**src/rtl/vcve2_dmem_arbiter_rr.sv**
```systemverilog
// rtl/vcve2_dmem_arbiter_rr.sv - N-way dmem arbiter (fixed/round-robin, lock, hold) with response-ID FIFO
// Optional per-requestor grant counters and stall flag when VCVE2_DMEM_ARB_PERF_EN is defined.
module vcve2_dmem_arbiter_rr #(
  parameter int unsigned NReq           = 2,
  parameter int unsigned MaxOutstanding = 2,
  parameter bit          RoundRobin     = 1'b1
) (
  input  logic                    clk_i,
  input  logic                    rst_ni,
  input  logic [NReq-1:0]         req_i,
  input  logic [NReq-1:0]         we_i,
  input  logic [NReq*4-1:0]       be_i,
  input  logic [NReq*32-1:0]      addr_i,
  input  logic [NReq*32-1:0]      wdata_i,
  output logic [NReq-1:0]         gnt_o,
  output logic [NReq-1:0]         rvalid_o,
  output logic [NReq-1:0]         err_o,
  output logic [31:0]             rdata_o,
  input  logic                    lock_i,
  input  logic [$clog2(NReq)-1:0] lock_id_i,
  output logic                    data_req_o,
  output logic                    data_we_o,
  output logic [3:0]              data_be_o,
  output logic [31:0]             data_addr_o,
  output logic [31:0]             data_wdata_o,
  input  logic                    data_gnt_i,
  input  logic                    data_rvalid_i,
  input  logic                    data_err_i,
  input  logic [31:0]             data_rdata_i,
`ifdef VCVE2_DMEM_ARB_PERF_EN
  output logic [NReq*16-1:0]      perf_gnt_cnt_o,
  output logic                    perf_stall_o,
`endif
  output logic                    busy_o
);
  localparam int unsigned IdW  = $clog2(NReq);
  localparam int unsigned PtrW = (MaxOutstanding > 1) ? $clog2(MaxOutstanding) : 1;
  localparam int unsigned CntW = $clog2(MaxOutstanding + 1);

  logic [IdW-1:0]  rr_q, rr_d, hold_id_q, hold_id_d;
  logic            hold_q, hold_d;
  logic [IdW-1:0]  fifo_q [MaxOutstanding];
  logic [IdW-1:0]  fifo_d [MaxOutstanding];
  logic [PtrW-1:0] wptr_q, wptr_d, rptr_q, rptr_d;
  logic [CntW-1:0] cnt_q, cnt_d;

  logic [NReq-1:0] lock_mask, eligible;
  logic [IdW-1:0]  winner, head;
  logic            any_elig, full, empty, gnt, pop, found;
  int unsigned     idx;

  // A stalled winner keeps its slot until granted, unless it withdraws or lock overrides.
  always_comb begin
    lock_mask = NReq'(1) << lock_id_i;
    eligible  = lock_i ? (lock_mask & req_i) : req_i;
    any_elig  = |eligible;
    winner    = '0;
    found     = 1'b0;
    idx       = 0;
    if (hold_q && !lock_i && req_i[hold_id_q]) begin
      winner = hold_id_q;
    end else begin
      for (int unsigned i = 0; i < NReq; i++) begin
        idx = RoundRobin ? (32'(rr_q) + i) % NReq : i;
        if (!found && eligible[idx]) begin
          winner = IdW'(idx);
          found  = 1'b1;
        end
      end
    end
  end

  assign full  = (cnt_q == CntW'(MaxOutstanding));
  assign empty = (cnt_q == '0);
  assign head  = fifo_q[rptr_q];
  assign gnt   = data_gnt_i & data_req_o;
  assign pop   = data_rvalid_i & !empty;

  assign data_req_o   = any_elig & !full;
  assign data_we_o    = data_req_o & we_i[winner];
  assign data_be_o    = data_req_o ? be_i[4*winner +: 4] : 4'h0;
  assign data_addr_o  = data_req_o ? addr_i[32*winner +: 32] : 32'h0;
  assign data_wdata_o = data_req_o ? wdata_i[32*winner +: 32] : 32'h0;

  assign gnt_o    = gnt ? (NReq'(1) << winner) : '0;
  assign rvalid_o = pop ? (NReq'(1) << head) : '0;
  assign err_o    = (pop && data_err_i) ? (NReq'(1) << head) : '0;
  assign rdata_o  = data_rdata_i;
  assign busy_o   = !empty;

  always_comb begin
    rr_d      = rr_q;
    hold_d    = 1'b0;
    hold_id_d = hold_id_q;
    fifo_d    = fifo_q;
    wptr_d    = wptr_q;
    rptr_d    = rptr_q;
    cnt_d     = cnt_q + CntW'(gnt) - CntW'(pop);
    if (gnt) begin
      rr_d           = (winner == IdW'(NReq - 1)) ? '0 : winner + 1'b1;
      fifo_d[wptr_q] = winner;
      wptr_d         = (wptr_q == PtrW'(MaxOutstanding - 1)) ? '0 : wptr_q + 1'b1;
    end
    if (data_req_o && !data_gnt_i) begin
      hold_d    = 1'b1;
      hold_id_d = winner;
    end
    if (pop) begin
      rptr_d = (rptr_q == PtrW'(MaxOutstanding - 1)) ? '0 : rptr_q + 1'b1;
    end
  end

  always_ff @(posedge clk_i or negedge rst_ni) begin
    if (!rst_ni) begin
      rr_q      <= '0;
      hold_q    <= 1'b0;
      hold_id_q <= '0;
      wptr_q    <= '0;
      rptr_q    <= '0;
      cnt_q     <= '0;
      for (int unsigned i = 0; i < MaxOutstanding; i++) fifo_q[i] <= '0;
    end else begin
      rr_q      <= rr_d;
      hold_q    <= hold_d;
      hold_id_q <= hold_id_d;
      wptr_q    <= wptr_d;
      rptr_q    <= rptr_d;
      cnt_q     <= cnt_d;
      fifo_q    <= fifo_d;
    end
  end

`ifdef VCVE2_DMEM_ARB_PERF_EN
  logic [15:0] perf_cnt_q [NReq];
  logic [15:0] perf_cnt_d [NReq];

  always_comb begin
    perf_gnt_cnt_o = '0;
    for (int unsigned k = 0; k < NReq; k++) begin
      perf_cnt_d[k] = perf_cnt_q[k];
      if (gnt_o[k] && perf_cnt_q[k] != 16'hFFFF) perf_cnt_d[k] = perf_cnt_q[k] + 16'd1;
      perf_gnt_cnt_o[16*k +: 16] = perf_cnt_q[k];
    end
  end

  always_ff @(posedge clk_i or negedge rst_ni) begin
    if (!rst_ni) begin
      for (int unsigned k = 0; k < NReq; k++) perf_cnt_q[k] <= '0;
    end else begin
      perf_cnt_q <= perf_cnt_d;
    end
  end

  assign perf_stall_o = (|req_i) & !data_req_o;
`endif

  always @(posedge clk_i) begin
    if (rst_ni && data_rvalid_i) begin
      assert (cnt_q != '0) else $warning("data_rvalid_i with no outstanding transaction");
    end
  end
endmodule

```
**config.mk**
```make
export PLATFORM = sky130hd
export DESIGN_NAME = vcve2_dmem_arbiter_rr
export DESIGN_NICKNAME = d
export VERILOG_FILES = /design/src/rtl/vcve2_dmem_arbiter_rr.sv
export SDC_FILE = /design/constraint.sdc
export NUM_CORES = 1
export LEC_CHECK = 0
export BUFFER_PORTS_ARGS = -buffer_cell sky130_fd_sc_hd__buf_2
export CORE_AREA = 5 5 110 112
export DETAILED_ROUTE_END_ITERATION = 10
export DIE_AREA = 0 0 115 117
export GPL_TIMING_DRIVEN = 0
export HOLD_SLACK_MARGIN = 0.06
export PLACE_DENSITY_LB_ADDON = 0.15
export SYNTH_ARGS = -nofsm -noshare
export SYNTH_HDL_FRONTEND = slang
export SYNTH_SLANG_ARGS = --single-unit
```
**constraint.sdc**
```tcl
create_clock -name clk_i -period 3.05 [get_ports clk_i]
set_clock_uncertainty 0.15 [all_clocks]
set_input_delay 0.1525 -clock clk_i [delete_from_list [all_inputs] [get_ports clk_i]]
set_output_delay 0.1525 -clock clk_i [all_outputs]
set_load 0.02 [all_outputs]
```
Yosys cells after proc, flatten, opt, wreduce, memory -nomap -nowiden --
Index checks and enable logic that the tools add are counted. Widths: inputs -> output; s select.
Word-level totals: word-level logic and storage cells 78, latch bits 0, memory bits (read-only) 0, bits in registers 9, input bits 179, RAM bits 0, memories 0
Cells by class: add/sub/neg operators 6, reductions and logical operators 13, divide/modulo/power cells 0, bitwise gates (word level) 7, eq/ne operators 1, $lt $le $gt $ge 7, shift operators 6, multiply operators 0, muxes and demuxes 30
Operators by type and width (number):
- $shiftx 64x7->32 | 2
- $mux 32 | 2
- $mux 1 | 21
- $lt 1x2->1 const B | 4
- $mux 2 | 4
- $shiftx 8x4->4 | 1
- $logic_and 1x1->1 | 6
- $shl 1x1->2 const A | 3
- $logic_not 1->1 | 5
- $add 1x1->1 const B | 4
- $and 1x1->1 | 4
- $ge 2x2->1 const B | 2
- $mux 4 | 1
- $not 1->2 | 2
- $add 2x1->2 | 1
- $and 2x2->2 | 1
- $bwmux 2 | 1
- $eq 2x2->1 const B | 1
- $logic_not 2->1 | 1
- $lt 2x1->1 const B | 1
- $reduce_or 2->1 | 1
- $sub 2x1->2 | 1
- $demux 1 s1 | 1

Depth between registers and ports, before layout --
depth after elaboration 14, gate-level depth with buffers 9, gate-level depth less buffers 9

Worst setup path before layout --
No wires, ideal clock.
path type register to register, from register cnt_q[1], to register cnt_q[1], cell stages (with the launch flop) 9, clock period less this slack 1.922 ns, buffers on the path 0, path slack 1.128 ns, library setup time 0.123 ns, arrival time 1.650 ns, cells stage by stage dfrtp_1 > or2_2 > nand2_1 > inv_1 > ha_1 > inv_1 > ha_1 > xnor2_1 > xnor2_1
Between the ends: elaborated cells between the ends (all ways) 9
RTL lines:
- from (decl) | RTL line 45 | logic [CntW-1:0] cnt_q, cnt_d;
- from (signal assigned) | RTL line 128 | cnt_q <= cnt_d;
- $logic_not 2->1 | RTL line 74 | assign empty = (cnt_q == '0);
- $logic_not 1->1
- net busy_o | RTL line 34 | output logic busy_o
- $and 1x1->1 | RTL line 77 | assign pop = data_rvalid_i & !empty;
- net pop | RTL line 49 | logic any_elig, full, empty, gnt, pop, found;
- $sub 2x1->2 | RTL line 98 | cnt_d = cnt_q + CntW'(gnt) - CntW'(pop);
- net cnt_d[1] | RTL line 45
The timed path passes the listed nets, and every way through them passes these cells. A chain may end at the register's enable or synchronous reset.

Worst setup path in the final report --
from register hold_q, to output data_wdata_o[2]
Between the ends: longest elaborated chain between the ends 5
RTL lines:
- from (decl) | RTL line 41 | logic hold_q, hold_d;
- from (signal assigned) | RTL line 124 | hold_q <= hold_d;
- $logic_and 1x1->1 (2 in a row) | RTL line 60 | if (hold_q && !lock_i && req_i[hold_id_q]) begin
- $mux 1 | RTL line 60
- $shiftx 64x7->32 | RTL line 83 | assign data_wdata_o = data_req_o ? wdata_i[32*winner +: 32] : 32'h0;
- $mux 32 | RTL line 83
- to (decl) | RTL line 25 | output logic [31:0] data_wdata_o,
No other way between the ends.

==> impl_metrics.ini <==
[run_status]
status = finished clean

[routing]
wl_mm = 9.51
drc_errors = 0
ant_nets = 0
viasPerCell = 4.10
drt_iter0_markers = 90
vias = 2929
firstDrtPassIters = 5
wl_per_cell_um = 13.3

[worst_hold_path]
hp-start = data_rvalid_i
min_to = rptr_q
holdCritPathClass = input port to register
hold_path_depth = 3

[sta]
hold_viol_final = 0
maxSlewHeadroom_pct = 62.7
tightest_slew_ns = 0.560
fin_crit_sh_pct = 81.4
rsz0062_at_grt = false
setup_ws_ns = 0.566
drv_slew = 0
setup_tns_ns = 0
max_freq_ghz = 0.403
finalSetupViolCount = 0
fin_crit_ns = 2.48

[clock_tree]
htreeDepth = 1
numClockSinks = 9
post_cts_resized = 0
cts.path.max_buffers = 2
cts_setup_buffers = 0
cts_buffers = 3
path_clk_slew_ns = 0.04
insertion_delay_ns = 0.23
postCtsHoldBufs = 2
cts_tree = built
root_buffer = clkbuf_16

[finish]
final_common_cell = buf_2
postLayoutCoreUtil_pct = 29.4
drive_gt1_share_pct = 54.9
fin_area_um2 = 3270
areaGrowthSynthToFinish_pct = 90.5
layout_common_cells = buf_2, nand2_1, a21oi_1
diodes = 0
finalNetCount = 754

[setup_path]
rrSetupSlack_ns = 1.05
cp.arrival_ns = 2.18
rr_worst_depth = 9
worstPathRequired_ns = 2.75
worst_setup_path_start_kind = register
regToRegStartpoint = cnt_q[1]
reg2reg_to = cnt_q[1]
critPathMaxFanout = 10
path_class = register to output port
end_kind = output port

[floorplanning]
start_util_pct = 15.4
die_area_um2 = 13500
num_rows = 39
fp.dieH_um = 117
die_width_um = 115
pin_count = 288
core_area_um2 = 11100

[power]
p_per_area_nw_per_um2 = 536
p_leak_uw = 0.00199
max-vdd-ir-drop_uv = 237

[grt]
overflow = 0
grt_use_total_pct = 11.8
antenna_found_initial = 0
grt_pass1_wl_mm = 12.9
grt_max_degree = 11
first_global_vias = 2746

[yosys]
syn-num-nets = 492
syn_inst = 311
ys_seq_area_share_pct = 13.1
synthDistinctLibCells = 26
yosys_warnings = 0
ys_seq_elements = 9
postSynthAreaPerCell_um2 = 5.52
synth_area_um2 = 1720

[flow_run]
drv_cap = 0

[place]
dp_hpwl_mm = 8.17
placement.cell_area_um2 = 3170
pre_cts_slack_ns = 0.700
io_buffers = 255
gp_congestion = 0.754
-- power breakdown --
part	switching, uW	leakage, uW	internal, uW
clock	55.9	0.0000382	175
combinational	829	0.00185	481
sequential	36.2	0.000108	177
-- critical path, cell delays in order, from the launching register on --
cell and delay [ns]:
dfrtp_1 0.36, mux2_2 0.25, o211a_1 0.14, buf_2 0.22, clkbuf_1 0.47, nand2_1 0.12
a21oi_1 0.18, buf_2 0.20
-- state kept, by name, summed over array words and instances (netlist names) --
name,count
wptr_q,1
hold_q,1
rptr_q,1
cnt_q,2
hold_id_q,1
fifo_q,2
rr_q,1
-- worst max path at each step --
stage              from  depth (start not counted)  slack [ns]         endpoint
2_1_floorplan  cnt_q[1]                          8        1.13         cnt_q[1]
3_3_place_gp     hold_q                          6        0.75  data_wdata_o[2]
3_5_place_dp     hold_q                          6        0.70  data_wdata_o[2]
4_1_cts          hold_q                          6        0.43  data_wdata_o[2]
5_1_grt          hold_q                          7        0.34  data_wdata_o[2]
6_report         hold_q                          7        0.57  data_wdata_o[2]
-- cells by family (layout without fill, tap and decap cells) --
family	count (synthesis)	in the layout	share of synthesized area, %
adder cells (fa/ha/maj)	2	2	1.46
multiplexers	4	4	2.55
AND/OR/NAND/NOR	158	158	36.3
buffers and inverters	59	320	21.1
XOR/XNOR	4	4	2.04
AO/OA/AOI/OAI	75	75	23.4
flip-flops	9	9	13.1
-- synthesized netlist by cell type --
library cell | number | area (um^2)
buf_2 | 17 | 85.1
or2_2 | 1 | 6.26
nand3b_1 | 1 | 7.51
nand2_1 | 141 | 529
mux2_2 | 3 | 33.8
o21ba_2 | 1 | 10.0
nor2_1 | 4 | 15.0
inv_1 | 4 | 15.0
xor2_1 | 1 | 8.76
mux2i_1 | 1 | 10.0
or2_1 | 1 | 6.26
buf_4 | 32 | 240
o31ai_1 | 2 | 15.0
a21oi_1 | 69 | 345
nor3b_1 | 1 | 7.51
o211a_1 | 1 | 10.0
nor3_1 | 3 | 15.0
o211ai_2 | 1 | 12.5
nand3_1 | 1 | 5.00
clkbuf_1 | 6 | 22.5
dfrtp_1 | 9 | 225
xnor2_1 | 3 | 26.3
ha_1 | 2 | 25.0
nand2b_1 | 3 | 18.8
a21oi_2 | 1 | 8.76
and3_1 | 2 | 12.5
-- layout make-up --
type,count,area (um^2)
multi-input combinational,243,1130
tap,143,179
buffer,55,348
clock buffer,4,78.8
timing repair buffer,257,1300
fill,1264,7860
sequential,9,225
inverter,4,15.0
-- per-layer routing --
layer	global-route usage (%)	share of wire, %	vias up
met3	2.01	11	8
met2	23.3	52	192
met5	0	0	-
li1	-	-	1492
met4	1.41	0.37	0
met1	13.7	36	1237
-- per-stage QoR --
step                      hold slack (ns)  std cells  power [uW]
after detailed placement           -0.127        709        1550
after global routing                0.136        715        1910
after global placement             -0.135        709        1550
after CTS                           0.106        715        1790
after floorplan                    -0.293        311        1060
final                               0.107        715        1750
Power figures use the tool's default switching activity.
